`config.mk`:
```
export PLATFORM = sky130hd
export DESIGN_NAME = alu_iter_exec
export DESIGN_NICKNAME = d
export VERILOG_FILES = /design/src/rtl/alu_pkg.sv /design/src/rtl/alu_comb_core.sv /design/src/rtl/alu_iter_exec.sv
export SDC_FILE = /design/constraint.sdc
export NUM_CORES = 1
export LEC_CHECK = 0
export ABC_AREA = 1
export BUFFER_PORTS_ARGS = -buffer_cell sky130_fd_sc_hd__buf_4
export CORE_ASPECT_RATIO = 1.4
export CORE_MARGIN = 1
export CORE_UTILIZATION = 30
export DETAILED_ROUTE_END_ITERATION = 6
export MAX_ROUTING_LAYER = met4
export PLACE_DENSITY = 0.59
export SLEW_MARGIN = 10
export SYNTH_ARGS = -nofsm -noshare
export SYNTH_HDL_FRONTEND = slang
export SYNTH_SLANG_ARGS = --single-unit
export TNS_END_PERCENT = 20
```
`constraint.sdc`:
```
create_clock -name clk -period 2.1 [get_ports clk]
set_input_delay 0.21 -clock clk [delete_from_list [all_inputs] [get_ports clk]]
set_output_delay 0.21 -clock clk [all_outputs]
set_load 0.1 [all_outputs]
```
`src/rtl/alu_pkg.sv`:
```
// Shared types for the iterative execute-stage ALU: operation codes,
// FSM states and a decode helper for the multi-cycle shift group.
package alu_pkg;

  typedef enum logic [3:0] {
    OP_AND = 4'b0000,
    OP_OR  = 4'b0001,
    OP_ADD = 4'b0010,
    OP_SUB = 4'b0110,
    OP_SLL = 4'b0100,
    OP_SRL = 4'b0101,
    OP_SRA = 4'b0111,
    OP_SLT = 4'b1100,
    OP_EQ  = 4'b1000
  } alu_op_e;

  typedef enum logic [1:0] {
    IDLE  = 2'd0,
    SHIFT = 2'd1,
    DONE  = 2'd2
  } alu_state_e;

  // True for the ops that run through the bit-serial shifter.
  function automatic logic is_shift(input logic [3:0] op);
    return (op == OP_SLL) || (op == OP_SRL) || (op == OP_SRA);
  endfunction

endpackage

```
`src/rtl/alu_comb_core.sv`:
```
// Single-cycle ALU datapath. Shift ops pass SrcA through unchanged, which
// is exactly the shift-by-zero result; longer shifts are finished by the top.
module alu_comb_core
  import alu_pkg::*;
#(
  parameter int DATA_WIDTH = 32
) (
  input  logic [3:0]            op,
  input  logic [DATA_WIDTH-1:0] a,
  input  logic [DATA_WIDTH-1:0] b,
  output logic [DATA_WIDTH-1:0] result,
  output logic                  zero,
  output logic                  illegal
);

  // Decode the op and form result/flags; EQ yields A^B so zero means equal.
  always_comb begin
    // NOTE: every output gets a default before the case so no latch is inferred.
    result  = '0;
    illegal = 1'b0;
    case (op)
      OP_AND:                 result = a & b;
      OP_OR:                  result = a | b;
      OP_ADD:                 result = a + b;
      OP_SUB:                 result = a - b;
      OP_SLT:                 result = {{(DATA_WIDTH-1){1'b0}}, ($signed(a) < $signed(b))};
      OP_EQ:                  result = a ^ b;
      OP_SLL, OP_SRL, OP_SRA: result = a;
      default:                illegal = 1'b1;
    endcase
    zero = (result == '0);
  end

endmodule

```
`src/rtl/alu_iter_exec.sv`:
```
// Execute-stage ALU with valid/ready handshake. Single-cycle ops finish the
// cycle after accept; shifts move one bit per cycle through an accumulator.
module alu_iter_exec
  import alu_pkg::*;
#(
  parameter int DATA_WIDTH = 32
) (
  input  logic                  clk,
  input  logic                  rst_n,
  input  logic                  in_valid,
  output logic                  in_ready,
  input  logic [3:0]            in_op,
  input  logic [DATA_WIDTH-1:0] in_a,
  input  logic [DATA_WIDTH-1:0] in_b,
  output logic                  out_valid,
  input  logic                  out_ready,
  output logic [DATA_WIDTH-1:0] out_result,
  output logic                  out_zero,
  output logic                  out_illegal
);

  localparam int SHW = $clog2(DATA_WIDTH);
  localparam logic [SHW-1:0] CNT_ONE = SHW'(1);

  alu_state_e            state_q, state_d;
  logic [DATA_WIDTH-1:0] acc_q, step_val, comb_result;
  logic [SHW-1:0]        cnt_q, shamt;
  logic [3:0]            op_q;
  logic                  zero_q, illegal_q, comb_zero, comb_illegal;

  assign shamt = in_b[SHW-1:0];

  alu_comb_core #(.DATA_WIDTH(DATA_WIDTH)) u_core (
    .op      (in_op),
    .a       (in_a),
    .b       (in_b),
    .result  (comb_result),
    .zero    (comb_zero),
    .illegal (comb_illegal)
  );

  // One-bit shift step of the accumulator for the latched shift op.
  always_comb begin
    step_val = acc_q;
    case (op_q)
      OP_SLL:  step_val = {acc_q[DATA_WIDTH-2:0], 1'b0};
      OP_SRL:  step_val = {1'b0, acc_q[DATA_WIDTH-1:1]};
      OP_SRA:  step_val = {acc_q[DATA_WIDTH-1], acc_q[DATA_WIDTH-1:1]};
      default: step_val = acc_q;
    endcase
  end

  // Next-state logic: accept in IDLE, count down in SHIFT, drain in DONE.
  always_comb begin
    state_d = state_q;
    case (state_q)
      IDLE:    if (in_valid) state_d = (is_shift(in_op) && shamt != '0) ? SHIFT : DONE;
      SHIFT:   if (cnt_q == CNT_ONE) state_d = DONE;
      DONE:    if (out_ready) state_d = IDLE;
      default: state_d = IDLE;
    endcase
  end

  // State register with synchronous reset.
  always_ff @(posedge clk) begin
    // NOTE: sequential state uses non-blocking assignment so all flops update together.
    if (!rst_n) state_q <= IDLE;
    else        state_q <= state_d;
  end

  // Datapath: capture at accept, shift in SHIFT, hold everything in DONE.
  always_ff @(posedge clk) begin
    // NOTE: the in-flight operation is discarded on reset, so every datapath register is cleared.
    if (!rst_n) begin
      acc_q     <= '0;
      cnt_q     <= '0;
      op_q      <= '0;
      zero_q    <= 1'b0;
      illegal_q <= 1'b0;
    end else begin
      case (state_q)
        IDLE: if (in_valid) begin
          acc_q     <= comb_result;
          cnt_q     <= shamt;
          op_q      <= in_op;
          zero_q    <= comb_zero;
          illegal_q <= comb_illegal;
        end
        SHIFT: begin
          acc_q <= step_val;
          cnt_q <= cnt_q - CNT_ONE;
          if (cnt_q == CNT_ONE) zero_q <= (step_val == '0);
        end
        default: ;
      endcase
    end
  end

  assign in_ready    = (state_q == IDLE);
  assign out_valid   = (state_q == DONE);
  assign out_result  = acc_q;
  assign out_zero    = zero_q;
  assign out_illegal = illegal_q;

endmodule

```
# Word level (Yosys, flattened, before mapping)
# Cells that the tools add are included.
[totals]
inputBits = 72
out_inout_bits = 36
word_cells = 60
regBits = 45
[op_classes]
muxes = 15
addsub = 3
reduce_logical = 15
n_lt_le_gt_ge = 1
eq_ne = 17
n_bitwise = 3
[op_table]
columns = ["operator", "count"]
rows = [
  ["one-hot mux 32 bit (7 select lines)", 1],
  ["one-hot mux 32 bit (3 select lines)", 1],
  ["logical NOT 32 bit", 2],
  ["one-hot mux 32 bit (2 select lines)", 1],
  ["adder 32 bit", 1],
  ["AND 32 bit", 1],
  ["< comparator 32 bit", 1],
  ["2-to-1 mux 32 bit", 1],
  ["OR 32 bit", 1],
  ["subtractor 32 bit", 1],
  ["XOR 32 bit", 1],
  ["== test 4 x 3 -> 1 bit (second input constant)", 7],
  ["one-hot mux 5 bit (2 select lines)", 1],
  ["OR reduction 9 bit", 1],
  ["== test 4 bit (second input constant)", 2],
  ["2-to-1 mux 2 bit", 4],
  ["one-hot mux 2 bit (3 select lines)", 1],
  ["AND reduction 3 bit", 2],
  ["== test 5 x 1 -> 1 bit (second input constant)", 1],
  ["2-to-1 mux 5 bit", 1],
  ["nonzero test 5 bit", 1],
  ["subtractor 5 x 1 -> 5 bit (second input constant)", 1],
  ["== test 4 x 1 -> 1 bit (second input constant)", 1],
  ["== test 4 x 2 -> 1 bit (second input constant)", 1],
  ["other kinds (13)", 18],
]

# Logic depth before layout (Yosys ltp)
# Gate-level depths: netlist of the first run.
[logic_depth]
ltp_word = 7
mapped_depth = 22
ltp_nobuf = 21

# Hierarchy
# From an unflattened synthesis of the first run, not the netlist that was laid out.
[unflattened]
hier_cells = 1868
hier_area_um2 = 9771.9
[by_module_without_submodules]
columns = ["module", "seq_area_each_um2", "cells_per_inst", "area_per_inst_um2", "n_inst"]
rows = [
  ["alu_comb_core", 0.0, 1367, 6739.0, 1],
  ["alu_iter_exec", 900.9, 501, 3032.9, 1],
]

# Worst setup path after synthesis of the first run
# Ideal clock, no wire load.
[synth_path]
path_type = "reg-to-reg"
from = "register state_q[1]"
to = "register acc_q[21], in the netlist out_result[21]"
synth_period_minus_slack_ns = 2.938
setup_time_ns = 0.132
path_stages_with_launch = 8
n_path_buf = 1
arrival_time_ns = 2.805
path_slack_ns = -0.838
required_ns = 1.968
path_cell_list = "dfxtp_1 -> nor2_1 -> inv_1 -> nor2_1 -> nor2_1 -> clkbuf_1 -> a2bb2oi_1 -> a21oi_1"
[synth_via]
elab_chain_len = 3
[synth_lines]
columns = ["element", "line_no", "rtl"]
rows = [
  ["from (decl)", "alu_iter_exec.sv:25", "alu_state_e state_q, state_d;"],
  ["from (signal assigned)", "alu_iter_exec.sv:68", "else state_q <= state_d;"],
  ["logical NOT 2 bit (*)", "--", ""],
  ["via in_ready", "alu_iter_exec.sv:11", "output logic in_ready,"],
  ["!= test 2 bit (no source line) / nonzero test 2 bit (equally long branches)", "--", ""],
  ["AND reduction 2 bit (no source line)", "--", ""],
  ["to (signal assigned)", "alu_iter_exec.sv:83", "acc_q <= comb_result;"],
  ["to (signal assigned)", "alu_iter_exec.sv:90", "acc_q <= step_val;"],
  ["to (decl)", "alu_iter_exec.sv:26", "logic [DATA_WIDTH-1:0] acc_q, step_val, comb_result;"],
]
# The timed path passes the listed nets; every way through them passes the cells marked *.
# A chain may end at the register's enable or synchronous reset.

# Worst setup path after layout of the first run
[layout_path]
from = "input port in_a[0]"
to = "register zero_q, in the netlist out_zero"
[layout_via]
elab_chain_len = 5
[layout_lines]
columns = ["element", "line_no", "rtl"]
rows = [
  ["from (decl)", "alu_iter_exec.sv:13", "input logic [DATA_WIDTH-1:0] in_a,"],
  ["subtractor 32 bit, or another cell as far along", "alu_comb_core.sv:25", "OP_SUB: result = a - b;"],
  ["one-hot mux 32 bit (7 select lines) (*)", "alu_comb_core.sv:21", "case (op)"],
  ["logical NOT 32 bit (*)", "alu_comb_core.sv:31", "zero = (result == '0);"],
  ["2-to-1 mux 1 bit (*)", "alu_iter_exec.sv:82", "IDLE: if (in_valid) begin"],
  ["one-hot mux 1 bit (2 select lines) (*)", "alu_iter_exec.sv:81", "case (state_q)"],
  ["to (signal assigned)", "alu_iter_exec.sv:86", "zero_q <= comb_zero;"],
  ["to (signal assigned)", "alu_iter_exec.sv:92", "if (cnt_q == CNT_ONE) zero_q <= (step_val == '0);"],
  ["to (decl)", "alu_iter_exec.sv:29", "logic zero_q, illegal_q, comb_zero, comb_illegal;"],
]
# Every way passes the cells marked *; elsewhere a longest branch is shown, timed or not. The select of a mux whose other input is x is not followed.

==> results of run 1 <==
repair_timing:
action	in CTS	in global routing
endpoints found under the setup margin	13	14
endpoints found under the hold margin	0	0
resized for setup	218	118
pin swaps	62	53
setup buffers	14	8
final timing paths:
kind             startpoint              to  slack [ps]
max                 in_a[0]        out_zero         -30
min               out_ready      state_q[1]         210
max reg2reg         op_q[2]        out_zero          20
min reg2reg  out_result[24]  out_result[24]         510
layout make-up:
class                           count  area, sq um  share of cell area, %
Clock inverter                      1         5.00                 0.0332
Inverter                          360         1360                   9.02
Timing Repair Buffer              512         4030                   26.8
Sequential cell                    45          901                   5.98
Clock buffer                        7          153                   1.01
Tap cell                          395          494                   3.28
Multi-Input combinational cell   1309         8120                   53.9
placed cells by master (no fill, tap or decap), types with 3 or more instances in the layout:
master | Yosys | routed
sky130_fd_sc_hd__buf_4 | 8 | 494
sky130_fd_sc_hd__nand2_1 | 527 | 459
sky130_fd_sc_hd__inv_1 | 348 | 318
sky130_fd_sc_hd__nand3_1 | 157 | 126
sky130_fd_sc_hd__nor2_1 | 173 | 115
sky130_fd_sc_hd__nand2_2 | 17 | 75
sky130_fd_sc_hd__ha_1 | 101 | 68
sky130_fd_sc_hd__a21oi_1 | 76 | 55
sky130_fd_sc_hd__nor2_2 | 10 | 49
sky130_fd_sc_hd__dfxtp_1 | 45 | 45
sky130_fd_sc_hd__o22ai_1 | 44 | 44
sky130_fd_sc_hd__inv_2 | 11 | 38
sky130_fd_sc_hd__nand3_2 | 7 | 34
sky130_fd_sc_hd__o21ai_0 | 41 | 31
sky130_fd_sc_hd__ha_4 | 0 | 28
sky130_fd_sc_hd__a31oi_1 | 24 | 24
sky130_fd_sc_hd__a21oi_2 | 5 | 22
sky130_fd_sc_hd__nor2_4 | 0 | 19
sky130_fd_sc_hd__nand4_1 | 19 | 19
sky130_fd_sc_hd__a221oi_1 | 14 | 14
sky130_fd_sc_hd__buf_12 | 0 | 13
sky130_fd_sc_hd__o21ai_1 | 5 | 12
sky130_fd_sc_hd__a2bb2oi_1 | 12 | 12
sky130_fd_sc_hd__o221ai_1 | 11 | 11
sky130_fd_sc_hd__nand2_4 | 0 | 10
sky130_fd_sc_hd__nor3_1 | 14 | 10
sky130_fd_sc_hd__a211oi_1 | 10 | 10
sky130_fd_sc_hd__nor3_2 | 3 | 6
sky130_fd_sc_hd__o211ai_1 | 6 | 6
sky130_fd_sc_hd__o21bai_1 | 9 | 5
sky130_fd_sc_hd__ha_2 | 0 | 5
sky130_fd_sc_hd__clkbuf_16 | 0 | 5
sky130_fd_sc_hd__nand3b_1 | 4 | 4
sky130_fd_sc_hd__a21oi_4 | 0 | 4
sky130_fd_sc_hd__nand3_4 | 0 | 4
sky130_fd_sc_hd__or2_2 | 4 | 4
sky130_fd_sc_hd__inv_4 | 0 | 3
sky130_fd_sc_hd__o21ai_2 | 0 | 3
sky130_fd_sc_hd__nor4_1 | 3 | 3
sky130_fd_sc_hd__buf_6 | 21 | 3
per-layer routing:
layer	global-route usage, %	vias to the layer above
met2	48.3	337
met4	14.2	0
li1	-	6550
met1	29.9	5932
met3	2.47	109
met5	-	-
flip-flops by register name, summed over array words and instances, names as in the netlist:
register and count:
cnt_q 5, out_zero 1, out_result 32, op_q 4, state_q 2, out_illegal 1
kinds of logic after synthesis:
kind of cell	count (synthesis)	synth area share, %
AOI/OAI and AO/OA	260	16.8
xor gates and xnor gates	2	0.182
adders and majority gates	103	13.5
buffers and inverters	426	18.8
DFF	45	9.34
and+or+nand+nor	944	41.4
synth_stat cells (5+ instances only):
cell and number:
sky130_fd_sc_hd__a211oi_1 10, sky130_fd_sc_hd__a21oi_1 76, sky130_fd_sc_hd__a21oi_2 5, sky130_fd_sc_hd__a221oi_1 14, sky130_fd_sc_hd__a2bb2oi_1 12, sky130_fd_sc_hd__a31oi_1 24
sky130_fd_sc_hd__buf_2 20, sky130_fd_sc_hd__buf_4 8, sky130_fd_sc_hd__buf_6 21, sky130_fd_sc_hd__clkbuf_1 17, sky130_fd_sc_hd__dfxtp_1 45, sky130_fd_sc_hd__ha_1 101
sky130_fd_sc_hd__inv_1 348, sky130_fd_sc_hd__inv_2 11, sky130_fd_sc_hd__nand2_1 527, sky130_fd_sc_hd__nand2_2 17, sky130_fd_sc_hd__nand3_1 157, sky130_fd_sc_hd__nand3_2 7
sky130_fd_sc_hd__nand4_1 19, sky130_fd_sc_hd__nor2_1 173, sky130_fd_sc_hd__nor2_2 10, sky130_fd_sc_hd__nor3_1 14, sky130_fd_sc_hd__o211ai_1 6, sky130_fd_sc_hd__o21ai_0 41
sky130_fd_sc_hd__o21ai_1 5, sky130_fd_sc_hd__o21bai_1 9, sky130_fd_sc_hd__o221ai_1 11, sky130_fd_sc_hd__o22ai_1 44
worst max-delay path: stages:
cell and delay [ps]:
sky130_fd_sc_hd__buf_8 90, sky130_fd_sc_hd__ha_4 130, sky130_fd_sc_hd__inv_2 40, sky130_fd_sc_hd__fa_2 390, sky130_fd_sc_hd__inv_2 90, sky130_fd_sc_hd__nand3_2 60
sky130_fd_sc_hd__nand2_2 100, sky130_fd_sc_hd__nand2_2 80, sky130_fd_sc_hd__nand2_4 80, sky130_fd_sc_hd__buf_4 110, sky130_fd_sc_hd__nand3_2 90, sky130_fd_sc_hd__nand3_1 100
sky130_fd_sc_hd__nand2_1 50, sky130_fd_sc_hd__nand3_1 90, sky130_fd_sc_hd__nand3_2 110, sky130_fd_sc_hd__nor2_2 120, sky130_fd_sc_hd__nand3_1 70, sky130_fd_sc_hd__nor2_1 100
sky130_fd_sc_hd__nand3_1 110, sky130_fd_sc_hd__a21oi_2 120
power by group through the flow:
stage	clock network [mW]	registers [mW]	logic (mW)
finish	0.843	0.984	4.11
global route	0.891	0.992	4.43
CTS	0.861	0.982	3.91
detailed placement	0	1.00	3.59
global placement	0	1.00	3.57
floorplan	0	1.29	1.68
==> report_table.html, run 1 <==
<table>
<tr><th>Metric</th><th>Value</th></tr>
<tr><th colspan="2">Timing</th></tr>
<tr><td>Count of endpoints failing hold in the final timing report</td><td>0</td></tr>
<tr><td>Max-slew violation total from the final report</td><td>0</td></tr>
<tr><td>Total negative slack for setup checks</td><td>-31.7 ps</td></tr>
<tr><td>Tcrit/Tclk final</td><td>101%</td></tr>
<tr><td>Slew at the pin closest to its max-slew limit</td><td>539 ps</td></tr>
<tr><td>Final critical-path required period</td><td>2130 ps</td></tr>
<tr><td>Max Fclk</td><td>~0.47 GHz</td></tr>
<tr><td>Worst hold-check slack</td><td>slightly above 200 ps</td></tr>
<tr><td>Worst-case setup margin in the final layout</td><td>-25.0 ps</td></tr>
<tr><td>Normalized max-slew margin</td><td>63.9%</td></tr>
<tr><td>Unrepaired setup endpoints after global routing</td><td>yes</td></tr>
<tr><td>Maximum clock skew at final layout</td><td>around 2.3 ps</td></tr>
<tr><td>Setup-failing EPs final</td><td>2</td></tr>
<tr><th colspan="2">Worst setup path</th></tr>
<tr><td>Setup crit start kind</td><td>input port</td></tr>
<tr><td>Required time of the critical path</td><td>roughly 2300 ps</td></tr>
<tr><td>Arrival @ worst endpoint</td><td>between 2000 and 2500 ps</td></tr>
<tr><td>Capturing element type of the critical path</td><td>flip-flop</td></tr>
<tr><td>Maximum net fanout on the critical path</td><td>3</td></tr>
<tr><td>Number of cells traversed by the worst register-to-register path</td><td>13</td></tr>
<tr><td>Crit path kind</td><td>in2reg</td></tr>
<tr><th colspan="2">Power</th></tr>
<tr><td>Power density over cell area</td><td>around 400 mW/mm^2</td></tr>
<tr><td>Gate power share</td><td>69.2%</td></tr>
<tr><td>Sw Pwr</td><td>~2.8 mW</td></tr>
<tr><td>Switching power as a share of total power</td><td>a little under half</td></tr>
<tr><td>Leakage Power</td><td>about 8.0 nW</td></tr>
<tr><td>Overall power consumption</td><td>5.94 mW</td></tr>
<tr><td>Proportion of power drawn by the clock network</td><td>approximately 14%</td></tr>
<tr><td>Internal power</td><td>3.11 mW</td></tr>
<tr><td>Share of power burned in registers</td><td>16.6%</td></tr>
<tr><td>Peak supply drop</td><td>~0.00027 V</td></tr>
<tr><th colspan="2">Finish</th></tr>
<tr><td>Antenna diode instance count</td><td>0</td></tr>
<tr><td>Synthesis-to-layout area growth</td><td>56.3%</td></tr>
<tr><td>Number of fill cells</td><td>about 3,400</td></tr>
<tr><td>Final cell utilization of the core</td><td>47.7%</td></tr>
<tr><td>Layout cell share with drive strength beyond 1</td><td>between 30% and 40%</td></tr>
<tr><td>Number of nets in the layout</td><td>between 2,000 and 2,500</td></tr>
<tr><td>Post-layout instance area</td><td>between 0.015 and 0.02 sq mm</td></tr>
<tr><td>Final std cells w/o fill</td><td>roughly 2,600</td></tr>
<tr><th colspan="2">Clock tree</th></tr>
<tr><td>Clk Latency, worst-skew pair</td><td>300 ps</td></tr>
<tr><td>Number of CTS-inserted buffers</td><td>5</td></tr>
<tr><td>Clock sink count</td><td>45</td></tr>
<tr><td>Number of H-tree branching levels</td><td>2</td></tr>
<tr><td>Reg clk slew, reported paths</td><td>roughly 60 ps</td></tr>
<tr><td>Root buf cell</td><td>sky130_fd_sc_hd__clkbuf_16</td></tr>
<tr><td># hold bufs at CTS</td><td>0</td></tr>
<tr><td>Largest buffer count on any clock path</td><td>2</td></tr>
<tr><td>Clock tree from TritonCTS</td><td>yes</td></tr>
<tr><th colspan="2">Logic synthesis</th></tr>
<tr><td>Number of nets in the synthesized netlist</td><td>1,955</td></tr>
<tr><td>Share of flip-flops with an asynchronous set or reset after synthesis</td><td>0%</td></tr>
<tr><td>Post-Synthesis Cell Area</td><td>0.00964 sq mm</td></tr>
<tr><td>Area share of the largest cell type after synthesis</td><td>between 20% and 30%</td></tr>
<tr><td>Number of flops mapped to enable cells by yosys</td><td>0</td></tr>
<tr><td>Yosys Warn Count</td><td>0</td></tr>
<tr><td>Top_reg_cell synth</td><td>sky130_fd_sc_hd__dfxtp_1</td></tr>
<tr><td>Number of distinct standard cells referenced by the synthesized netlist</td><td>42</td></tr>
<tr><td>Top post-synthesis cells by area</td><td>sky130_fd_sc_hd__nand2_1 21%, sky130_fd_sc_hd__inv_1 14%, sky130_fd_sc_hd__ha_1 13%</td></tr>
<tr><td>Register bit count reported by yosys</td><td>45</td></tr>
<tr><td>Syn_area_per_cell</td><td>5.42 sq um</td></tr>
<tr><td>Library cell with the largest summed area after synthesis</td><td>sky130_fd_sc_hd__nand2_1</td></tr>
<tr><td>Sequential element share of the synthesized area</td><td>9.34%</td></tr>
<tr><td>Count of mapped cells out of synthesis</td><td>1,780</td></tr>
<tr><th colspan="2">Route</th></tr>
<tr><td>Via/cell ratio</td><td>around 5</td></tr>
<tr><td>Post-route ant nets</td><td>0</td></tr>
<tr><td>Via total after detailed routing</td><td>around 13,000</td></tr>
<tr><td>Met1 WL</td><td>~18,000 um</td></tr>
<tr><td>Top layer in use</td><td>met4</td></tr>
<tr><td>Total length of routed met2 wires</td><td>between 20,000 and 25,000 um</td></tr>
<tr><td>Initial DRC Count</td><td>just over 600</td></tr>
<tr><td>DRC viols</td><td>0</td></tr>
<tr><td>First-pass iteration count of the detailed router</td><td>5</td></tr>
<tr><td>DR WL met3</td><td>between 1500 and 2000 um</td></tr>
<tr><td>Wire length per cell after detailed routing</td><td>between 15 and 20 um</td></tr>
<tr><td>Total routed wirelength</td><td>between 40,000 and 50,000 um</td></tr>
<tr><th colspan="2">Floorplan</th></tr>
<tr><td>Rows</td><td>between 70 and 80</td></tr>
<tr><td>Die footprint</td><td>around 0.033 sq mm</td></tr>
<tr><td>Chip width</td><td>about 150 um</td></tr>
<tr><td>Number of top-level pins</td><td>108</td></tr>
<tr><td>Floorplan core area</td><td>about 0.032 sq mm</td></tr>
<tr><td>Initial cell density of the core</td><td>a little under a third</td></tr>
<tr><td>Die outline height</td><td>214 um</td></tr>
<tr><th colspan="2">Place</th></tr>
<tr><td>Detailed Place HPWL</td><td>~37,000 um</td></tr>
<tr><td>Global placer's final weighted congestion</td><td>~1</td></tr>
<tr><td>Post-DP Area</td><td>0.0135 sq mm</td></tr>
<tr><td>Post-Place Setup Slack</td><td>-618 ps</td></tr>
<tr><td>Count of placed standard cells including taps</td><td>about 2,600</td></tr>
<tr><td>I/O Buffers</td><td>107</td></tr>
<tr><th colspan="2">Outcome</th></tr>
<tr><td>Status</td><td>finished with violations</td></tr>
<tr><td>Violated checks</td><td>setup timing</td></tr>
<tr><th colspan="2">GRT</th></tr>
<tr><td>Number of global-route vias before repair</td><td>12,829</td></tr>
<tr><td>Global-route wire length before repair</td><td>67,800 um</td></tr>
<tr><td>GRT Overall Usage</td><td>between 20% and 30%</td></tr>
<tr><td>Antenna violations before repair</td><td>0</td></tr>
<tr><td>Maximum number of pins on one net before global-route repair</td><td>42</td></tr>
<tr><td>GR Overflow Total</td><td>0</td></tr>
<tr><th colspan="2">Worst hold path</th></tr>
<tr><td>Kind of path behind the tightest hold check</td><td>in2reg</td></tr>
<tr><td>Cell count of the worst hold path</td><td>4</td></tr>
<tr><th colspan="2">Job</th></tr>
<tr><td>MaxCap Viol Count</td><td>0</td></tr>
</table>
(Power assumes the default switching activity.)
==> run 2: changes to the inputs <==
- PLACE_DENSITY: 0.59 -> 0.57
- clock period: 2.1 -> 2.65 ns (I/O delays scaled with it)
==> run 2 against run 1 <==
The run now ends clean. Count of clock-buffer cells in the layout decreased by 1. Routed wire length decreased by 5.3%. Power decreased by 32%. Largest power group unchanged. Register-to-register slack improved by 450 ps. Critical path type unchanged.
==> report_table.html, run 2 (synthesis results as in run 1) <==
<table>
<tr><th>Metric</th><th>Value</th></tr>
<tr><th colspan="2">Route</th></tr>
<tr><td>First-pass iteration count of the detailed router</td><td>6</td></tr>
<tr><td>Via total after detailed routing</td><td>roughly 12,000</td></tr>
<tr><td>Post-route ant nets</td><td>0</td></tr>
<tr><td>Via/cell ratio</td><td>approximately 5.0</td></tr>
<tr><td>Wire length per cell after detailed routing</td><td>about 17 um</td></tr>
<tr><td>DRC viols</td><td>0</td></tr>
<tr><td>Total routed wirelength</td><td>41,700 um</td></tr>
<tr><td>Initial DRC Count</td><td>approximately 800</td></tr>
<tr><th colspan="2">GRT</th></tr>
<tr><td>Antenna violations before repair</td><td>0</td></tr>
<tr><td>Number of global-route vias before repair</td><td>11,821</td></tr>
<tr><td>GRT Overall Usage</td><td>25.6%</td></tr>
<tr><td>GR Overflow Total</td><td>0</td></tr>
<tr><td>Global-route wire length before repair</td><td>roughly 64,000 um</td></tr>
<tr><td>Maximum number of pins on one net before global-route repair</td><td>37</td></tr>
<tr><th colspan="2">Finish</th></tr>
<tr><td>Antenna diode instance count</td><td>0</td></tr>
<tr><td>Final std cells w/o fill</td><td>approximately 2,400</td></tr>
<tr><td>Most common cell after layout, fill and taps aside</td><td>sky130_fd_sc_hd__nand2_1</td></tr>
<tr><td>Post-layout instance area</td><td>approximately 0.012 sq mm</td></tr>
<tr><td>Leading cell types in the layout, fill and taps excluded</td><td>526 x sky130_fd_sc_hd__nand2_1, 347 x sky130_fd_sc_hd__inv_1, 317 x sky130_fd_sc_hd__buf_4</td></tr>
<tr><td>Number of nets in the layout</td><td>between 2,000 and 2,500</td></tr>
<tr><td>Number of fill cells</td><td>3,584</td></tr>
<tr><td>Synthesis-to-layout area growth</td><td>28.2%</td></tr>
<tr><td>Max FFs per register</td><td>32</td></tr>
<tr><td>Layout cell share with drive strength beyond 1</td><td>around 20%</td></tr>
<tr><td>Multi-input gate area in the final layout</td><td>between 0.007 and 0.008 sq mm</td></tr>
<tr><td>Final cell utilization of the core</td><td>between 30% and 40%</td></tr>
<tr><td>Sequential cell area</td><td>around 900 sq um</td></tr>
<tr><th colspan="2">Timing</th></tr>
<tr><td>Normalized max-slew margin</td><td>15.9%</td></tr>
<tr><td>Max Fclk</td><td>between 0.3 and 0.4 GHz</td></tr>
<tr><td>Worst hold-check slack</td><td>260 ps</td></tr>
<tr><td>Slew at the pin closest to its max-slew limit</td><td>1260 ps</td></tr>
<tr><td>Count of endpoints failing hold in the final timing report</td><td>0</td></tr>
<tr><td>Max-slew violation total from the final report</td><td>0</td></tr>
<tr><td>Tcrit/Tclk final</td><td>99.0%</td></tr>
<tr><td>Setup-failing EPs final</td><td>0</td></tr>
<tr><td>Final critical-path required period</td><td>approximately 2600 ps</td></tr>
<tr><td>Maximum clock skew at final layout</td><td>approximately 4.3 ps</td></tr>
<tr><th colspan="2">Outcome</th></tr>
<tr><td>Status</td><td>completed</td></tr>
<tr><th colspan="2">Worst setup path</th></tr>
<tr><td>Reg-to-Reg End</td><td>out_zero</td></tr>
<tr><td>Setup crit start kind</td><td>input port</td></tr>
<tr><td>Crit path kind</td><td>in2reg</td></tr>
<tr><td>Critical R2R Launch</td><td>op_q[2]</td></tr>
<tr><td>Worst setup slack for register-to-register paths</td><td>about 470 ps</td></tr>
<tr><td>Worst setup path start</td><td>in_b[1]</td></tr>
<tr><td>Capturing element type of the critical path</td><td>flip-flop</td></tr>
<tr><td>Critical path capture point</td><td>out_zero</td></tr>
<tr><td>Maximum net fanout on the critical path</td><td>5</td></tr>
<tr><td>Arrival @ worst endpoint</td><td>2850 ps</td></tr>
<tr><td>Number of cells traversed by the worst register-to-register path</td><td>12</td></tr>
<tr><td>Required time of the critical path</td><td>2880 ps</td></tr>
<tr><th colspan="2">Clock tree</th></tr>
<tr><td>Clk Latency, worst-skew pair</td><td>roughly 290 ps</td></tr>
<tr><td>Number of H-tree branching levels</td><td>2</td></tr>
<tr><td>Clock sink count</td><td>45</td></tr>
<tr><td>Largest buffer count on any clock path</td><td>2</td></tr>
<tr><td>Reg clk slew, reported paths</td><td>~70 ps</td></tr>
<tr><td>Root buf cell</td><td>sky130_fd_sc_hd__clkbuf_16</td></tr>
<tr><td>Clock tree from TritonCTS</td><td>yes</td></tr>
<tr><td>Number of CTS-inserted buffers</td><td>5</td></tr>
<tr><td># hold bufs at CTS</td><td>0</td></tr>
<tr><th colspan="2">Power</th></tr>
<tr><td>Power density over cell area</td><td>roughly 330 mW/mm^2</td></tr>
<tr><td>Peak supply drop</td><td>between 0.0002 and 0.0003 V</td></tr>
<tr><td>Leakage Power</td><td>around 6.8 nW</td></tr>
<tr><th colspan="2">Floorplan</th></tr>
<tr><td>Chip width</td><td>around 150 um</td></tr>
<tr><td>Initial cell density of the core</td><td>between 30% and 40%</td></tr>
<tr><td>Number of top-level pins</td><td>between 100 and 150</td></tr>
<tr><td>Rows</td><td>77</td></tr>
<tr><td>Floorplan core area</td><td>0.0316 sq mm</td></tr>
<tr><td>Die outline height</td><td>214 um</td></tr>
<tr><td>Die footprint</td><td>~0.033 sq mm</td></tr>
<tr><th colspan="2">Place</th></tr>
<tr><td>Count of placed standard cells including taps</td><td>about 2,400</td></tr>
<tr><td>Post-DP Area</td><td>around 0.012 sq mm</td></tr>
<tr><td>Detailed Place HPWL</td><td>about 35,000 um</td></tr>
<tr><td>I/O Buffers</td><td>approximately 110</td></tr>
<tr><td>Global placer's final weighted congestion</td><td>just over 1</td></tr>
<tr><th colspan="2">Job</th></tr>
<tr><td>MaxCap Viol Count</td><td>0</td></tr>
<tr><th colspan="2">Worst hold path</th></tr>
<tr><td>Kind of path behind the tightest hold check</td><td>in2reg</td></tr>
</table>
run 2: worst min path at each step:
stage	start	endpoint	cells past startpoint
2_1_floorplan	rst_n	cnt_q[2]	2
3_3_place_gp	cnt_q[1]	cnt_q[1]	2
3_5_place_dp	cnt_q[1]	cnt_q[1]	2
4_1_cts	rst_n	cnt_q[2]	3
5_1_grt	out_ready	state_q[1]	4
6_report	rst_n	cnt_q[2]	3
run 2: stage by stage:
step	setup slack, ps	TNS [ps]	power, mW
after floorplan	233	0	2.35
after global placement	-214	-236	3.35
after detailed placement	-194	-205	3.36
after CTS	101	0	4.00
after global routing	-65.5	-65.5	4.30
final	26.8	0	4.03
run 2: where the power goes:
group	internal, mW	switching [mW]	total (mW)
logic	0.929	1.69	2.62
clock network	0.350	0.281	0.632
registers	0.727	0.0532	0.780
total	2.01	2.03	4.03
run 2: routing by layer:
layer	vias to the layer above	routed length, um	global-route usage (%)	share of wire [%]
li1	6145	-	-	-
met1	5608	17200	29.4	41
met2	354	21600	47.5	52
met3	67	1630	1.17	3.9
met4	0	1280	7.53	3.1
met5	-	0	-	0
run 2: cell type report:
type                            instances  area share (%)
Clock inverter                          2           0.121
Multi-Input combinational cell       1309            56.7
Sequential cell                        45            7.29
Tap cell                              395            4.00
Clock buffer                            6            1.04
Timing Repair Buffer                  321            19.9
Inverter                              360            10.9
run 2: repair_timing:
| action | in CTS | in global routing |
|---|---|---|
| hold endpoints to repair | 0 | 0 |
| buffers inserted | 0 | 1 |
| setup endpoints to repair | 0 | 1 |
| gates resized for setup | 0 | 21 |
run 2: critical path, stage by stage:
cell	delay, ps
sky130_fd_sc_hd__buf_4	120
sky130_fd_sc_hd__inv_1	130
sky130_fd_sc_hd__ha_1	330
sky130_fd_sc_hd__nor2_1	230
sky130_fd_sc_hd__nand2_1	120
sky130_fd_sc_hd__nand3_1	160
sky130_fd_sc_hd__nand2_1	90
sky130_fd_sc_hd__nand2_1	170
sky130_fd_sc_hd__nand2_2	90
sky130_fd_sc_hd__nand2_2	100
sky130_fd_sc_hd__nand2_1	50
sky130_fd_sc_hd__nand3_1	60
sky130_fd_sc_hd__nand3_1	230
sky130_fd_sc_hd__nor2_1	160
sky130_fd_sc_hd__nand3_1	150
sky130_fd_sc_hd__nor2_1	130
sky130_fd_sc_hd__nand3_1	130
sky130_fd_sc_hd__a21oi_2	130
==> run 3: changes to the inputs <==
- ABC_AREA: 1 -> default
- CTS_CLUSTER_SIZE: default -> 24
- HOLD_SLACK_MARGIN: default -> 0.1
- PLACE_DENSITY: 0.57 -> 0.58
==> run 3 against run 2 <==
Sequential power decreased by 0.8%. Routed wire length decreased by 10%. Non-clock buffer count increased by 177. Maximum frequency decreased by 17%. The run now ends with setup timing left. Clock skew increased by 1.0 ps.
==> report_table.html, run 3 <==
<table>
<tr><th>Metric</th><th>Value</th></tr>
<tr><th colspan="2">Logic synthesis</th></tr>
<tr><td>Number of distinct standard cells referenced by the synthesized netlist</td><td>76</td></tr>
<tr><td>Number of flops mapped to enable cells by yosys</td><td>0</td></tr>
<tr><td>Syn_area_per_cell</td><td>6.78 sq um</td></tr>
<tr><td>Synth cell count leaders</td><td>141 x sky130_fd_sc_hd__a21oi_1, 121 x sky130_fd_sc_hd__inv_1, 108 x sky130_fd_sc_hd__nor2_1</td></tr>
<tr><td>Area share of the largest cell type after synthesis</td><td>about 16%</td></tr>
<tr><td>Library cell with the largest summed area after synthesis</td><td>sky130_fd_sc_hd__ha_1</td></tr>
<tr><td>Count of mapped cells out of synthesis</td><td>between 1,000 and 1,500</td></tr>
<tr><td>Most common cell in the netlist</td><td>sky130_fd_sc_hd__a21oi_1</td></tr>
<tr><td>Yosys Warn Count</td><td>0</td></tr>
<tr><td>Post-Synthesis Cell Area</td><td>0.00813 sq mm</td></tr>
<tr><td>Share of flip-flops with an asynchronous set or reset after synthesis</td><td>0%</td></tr>
<tr><td>Register bit count reported by yosys</td><td>45</td></tr>
<tr><td>Number of nets in the synthesized netlist</td><td>1,374</td></tr>
<tr><td>Top_reg_cell synth</td><td>sky130_fd_sc_hd__dfxtp_1</td></tr>
<tr><td>Top post-synthesis cells by area</td><td>sky130_fd_sc_hd__ha_1 16%, sky130_fd_sc_hd__dfxtp_1 11%, sky130_fd_sc_hd__a21oi_1 8.7%</td></tr>
<tr><td>Sequential element share of the synthesized area</td><td>~11%</td></tr>
<tr><th colspan="2">Clock tree</th></tr>
<tr><td>Clk Latency, worst-skew pair</td><td>approximately 300 ps</td></tr>
<tr><td>Clock sink count</td><td>between 40 and 50</td></tr>
<tr><td>Number of CTS-inserted buffers</td><td>5</td></tr>
<tr><td>Root buf cell</td><td>sky130_fd_sc_hd__clkbuf_16</td></tr>
<tr><td>Clock tree from TritonCTS</td><td>yes</td></tr>
<tr><td># hold bufs at CTS</td><td>0</td></tr>
<tr><td>Largest buffer count on any clock path</td><td>2</td></tr>
<tr><td>Number of H-tree branching levels</td><td>2</td></tr>
<tr><td>Reg clk slew, reported paths</td><td>around 60 ps</td></tr>
<tr><th colspan="2">Worst hold path</th></tr>
<tr><td>Hold Startpoint</td><td>rst_n</td></tr>
<tr><td>Kind of path behind the tightest hold check</td><td>in2reg</td></tr>
<tr><th colspan="2">Outcome</th></tr>
<tr><td>Status</td><td>finished with violations</td></tr>
<tr><td>Violated checks</td><td>setup timing</td></tr>
<tr><th colspan="2">Floorplan</th></tr>
<tr><td>Number of top-level pins</td><td>about 110</td></tr>
<tr><td>Rows</td><td>70</td></tr>
<tr><td>Die outline height</td><td>a little under 200 um</td></tr>
<tr><td>Floorplan core area</td><td>~0.026 sq mm</td></tr>
<tr><td>Die footprint</td><td>between 0.02 and 0.03 sq mm</td></tr>
<tr><td>Initial cell density of the core</td><td>a little under a third</td></tr>
<tr><td>Chip width</td><td>141 um</td></tr>
<tr><th colspan="2">Timing</th></tr>
<tr><td>Total negative slack for setup checks</td><td>-2710 ps</td></tr>
<tr><td>Final critical-path required period</td><td>between 3000 and 4000 ps</td></tr>
<tr><td>Slew at the pin closest to its max-slew limit</td><td>between 900 and 1000 ps</td></tr>
<tr><td>Setup-failing EPs final</td><td>14</td></tr>
<tr><td>Worst-case setup margin in the final layout</td><td>-517 ps</td></tr>
<tr><td>Tcrit/Tclk final</td><td>120%</td></tr>
<tr><td>Max Fclk</td><td>0.316 GHz</td></tr>
<tr><td>Max-slew violation total from the final report</td><td>0</td></tr>
<tr><td>Normalized max-slew margin</td><td>between 30% and 40%</td></tr>
<tr><td>Maximum clock skew at final layout</td><td>~5.3 ps</td></tr>
<tr><td>Unrepaired setup endpoints after global routing</td><td>yes</td></tr>
<tr><td>Count of endpoints failing hold in the final timing report</td><td>0</td></tr>
<tr><th colspan="2">GRT</th></tr>
<tr><td>GRT Overall Usage</td><td>a little over a quarter</td></tr>
<tr><td>Number of global-route vias before repair</td><td>10,742</td></tr>
<tr><td>Antenna violations before repair</td><td>0</td></tr>
<tr><td>Maximum number of pins on one net before global-route repair</td><td>42</td></tr>
<tr><td>Global-route wire length before repair</td><td>57,900 um</td></tr>
<tr><td>GR Overflow Total</td><td>0</td></tr>
<tr><th colspan="2">Place</th></tr>
<tr><td>Post-Place Setup Slack</td><td>-1070 ps</td></tr>
<tr><td>Detailed Place HPWL</td><td>a little over 30,000 um</td></tr>
<tr><td>Global placer's final weighted congestion</td><td>roughly 1.0</td></tr>
<tr><td>I/O Buffers</td><td>around 110</td></tr>
<tr><th colspan="2">Worst setup path</th></tr>
<tr><td>List of cells traversed by the critical path</td><td>buf_4 -&gt; inv_2 -&gt; ha_4 -&gt; buf_6 -&gt; o211ai_1 -&gt; or3_1 -&gt; a21o_4 -&gt; a2111oi_4 -&gt; nor2_2 -&gt; o311ai_4 -&gt; buf_4 -&gt; mux2i_1 -&gt; o211ai_1 -&gt; nor4_2 -&gt; nand4_1 -&gt; o31ai_2</td></tr>
<tr><td>Crit path kind</td><td>in2reg</td></tr>
<tr><td>Worst setup path start</td><td>in_b[6]</td></tr>
<tr><td>Cell with the largest stage delay on the worst path</td><td>sky130_fd_sc_hd__or3_1</td></tr>
<tr><td>Capturing element type of the critical path</td><td>flip-flop</td></tr>
<tr><td>Critical R2R Launch</td><td>op_q[3]</td></tr>
<tr><td>Setup crit start kind</td><td>input port</td></tr>
<tr><td>Arrival @ worst endpoint</td><td>3390 ps</td></tr>
<tr><td>Required time of the critical path</td><td>~2900 ps</td></tr>
<tr><td>Crit path largest cell delay</td><td>between 300 and 400 ps</td></tr>
<tr><td>Maximum net fanout on the critical path</td><td>5</td></tr>
<tr><th colspan="2">Finish</th></tr>
<tr><td>Leading cell types in the layout, fill and taps excluded</td><td>483 x sky130_fd_sc_hd__buf_4, 129 x sky130_fd_sc_hd__a21oi_1, 102 x sky130_fd_sc_hd__inv_1</td></tr>
<tr><td>Most common cell after layout, fill and taps aside</td><td>sky130_fd_sc_hd__buf_4</td></tr>
<tr><td>Antenna diode instance count</td><td>0</td></tr>
<tr><td>Number of nets in the layout</td><td>1,796</td></tr>
<tr><td>Synthesis-to-layout area growth</td><td>59.0%</td></tr>
<tr><td>Layout cell share with drive strength beyond 1</td><td>roughly 39%</td></tr>
<tr><td>Max FFs per register</td><td>32</td></tr>
<tr><th colspan="2">Route</th></tr>
<tr><td>Wire length per cell after detailed routing</td><td>18.9 um</td></tr>
<tr><td>Via total after detailed routing</td><td>10,971</td></tr>
<tr><td>First-pass iteration count of the detailed router</td><td>6</td></tr>
<tr><td>Total routed wirelength</td><td>between 30,000 and 40,000 um</td></tr>
<tr><td>Post-route ant nets</td><td>0</td></tr>
<tr><td>Initial DRC Count</td><td>a little under 800</td></tr>
<tr><td>Via/cell ratio</td><td>roughly 5.5</td></tr>
<tr><td>DRC viols</td><td>0</td></tr>
<tr><th colspan="2">Job</th></tr>
<tr><td>MaxCap Viol Count</td><td>0</td></tr>
<tr><th colspan="2">Power</th></tr>
<tr><td>Peak supply drop</td><td>0.000228 V</td></tr>
<tr><td>Proportion of power drawn by the clock network</td><td>14.8%</td></tr>
<tr><td>Internal power</td><td>between 2 and 2.5 mW</td></tr>
<tr><td>Share of power burned in registers</td><td>a little under a fifth</td></tr>
<tr><td>Leakage Power</td><td>just under 6 nW</td></tr>
<tr><td>Power density over cell area</td><td>~320 mW/mm^2</td></tr>
<tr><td>Switching power as a share of total power</td><td>a little under half</td></tr>
<tr><td>Sw Pwr</td><td>1.87 mW</td></tr>
<tr><td>Gate power share</td><td>between 60 and 70%</td></tr>
</table>
## run 3: area by class of cell
| type | count | area, sq um |
|---|---|---|
| well taps | 360 | 450 |
| inverters | 121 | 483 |
| repair buffers | 498 | 3840 |
| clock buffers | 5 | 125 |
| clock inverters | 1 | 5.00 |
| multi-input cells | 950 | 7110 |
| flip-flops and latches | 45 | 901 |
| fillers | 2690 | 13400 |
## run 3: kinds of logic (layout without fill, tap and decap cells)
family | Yosys count | count (layout) | share of synthesized area (%)
adders and majority gates | 103 | 103 | 16.0
muxes | 27 | 27 | 3.36
xor gates and xnor gates | 13 | 13 | 1.40
DFF | 45 | 45 | 11.1
buffers and inverters | 204 | 625 | 9.58
AOI/OAI and AO/OA | 444 | 444 | 37.2
and+or+nand+nor | 363 | 363 | 21.4
## run 3: power groups by stage
| stage | clock network [mW] | registers (mW) | logic [mW] |
|---|---|---|---|
| floorplan | 0 | 0.981 | 1.16 |
| global placement | 0 | 0.787 | 2.53 |
| detailed placement | 0 | 0.787 | 2.55 |
| CTS | 0.621 | 0.772 | 2.65 |
| global route | 0.646 | 0.778 | 2.95 |
| finish | 0.613 | 0.774 | 2.75 |
## run 3: repair_timing
action,CTS,global route
buffers inserted,16,6
pin swaps,30,29
cloned,0,0
endpoints found under the setup margin,21,23
gates resized for setup,61,62
## run 3: per-layer routing
layer | GRT usage [%] | wire length, um | up-vias
met2 | 50.2 | 19400 | 411
met4 | 12.0 | 1650 | 0
met3 | 1.90 | 1800 | 110
met1 | 30.3 | 14600 | 5171
met5 | - | 0 | -
li1 | - | - | 5279
## run 3: path summary, 6_finish.rpt
check,endpoint,slack [ps],cells after the start
setup / recovery,out_zero,-520,16
hold / removal,out_result[5],270,2
setup reg to reg,out_zero,40,10
hold reg to reg,op_q[3],460,2
## run 3: worst max-delay path, delay by kind of cell
family / cells / cell delay (ps)
and+or+nand+nor: 4 / 990
adders and majority gates: 1 / 260
buffers and inverters: 4 / 390
AOI/OAI and AO/OA: 6 / 1300
muxes: 1 / 180
## run 3: stage by stage
step,util [%],std cells,power [mW],cell area [sq um],hold slack (ps)
after CTS,47.9,1974,4.05,12600,265
final,49.0,1980,4.14,12900,267
after floorplan,-,1199,2.14,8340,383
after global routing,49.0,1980,4.38,12900,274
after detailed placement,45.9,1953,3.33,12100,447
after global placement,45.9,1953,3.32,12100,440
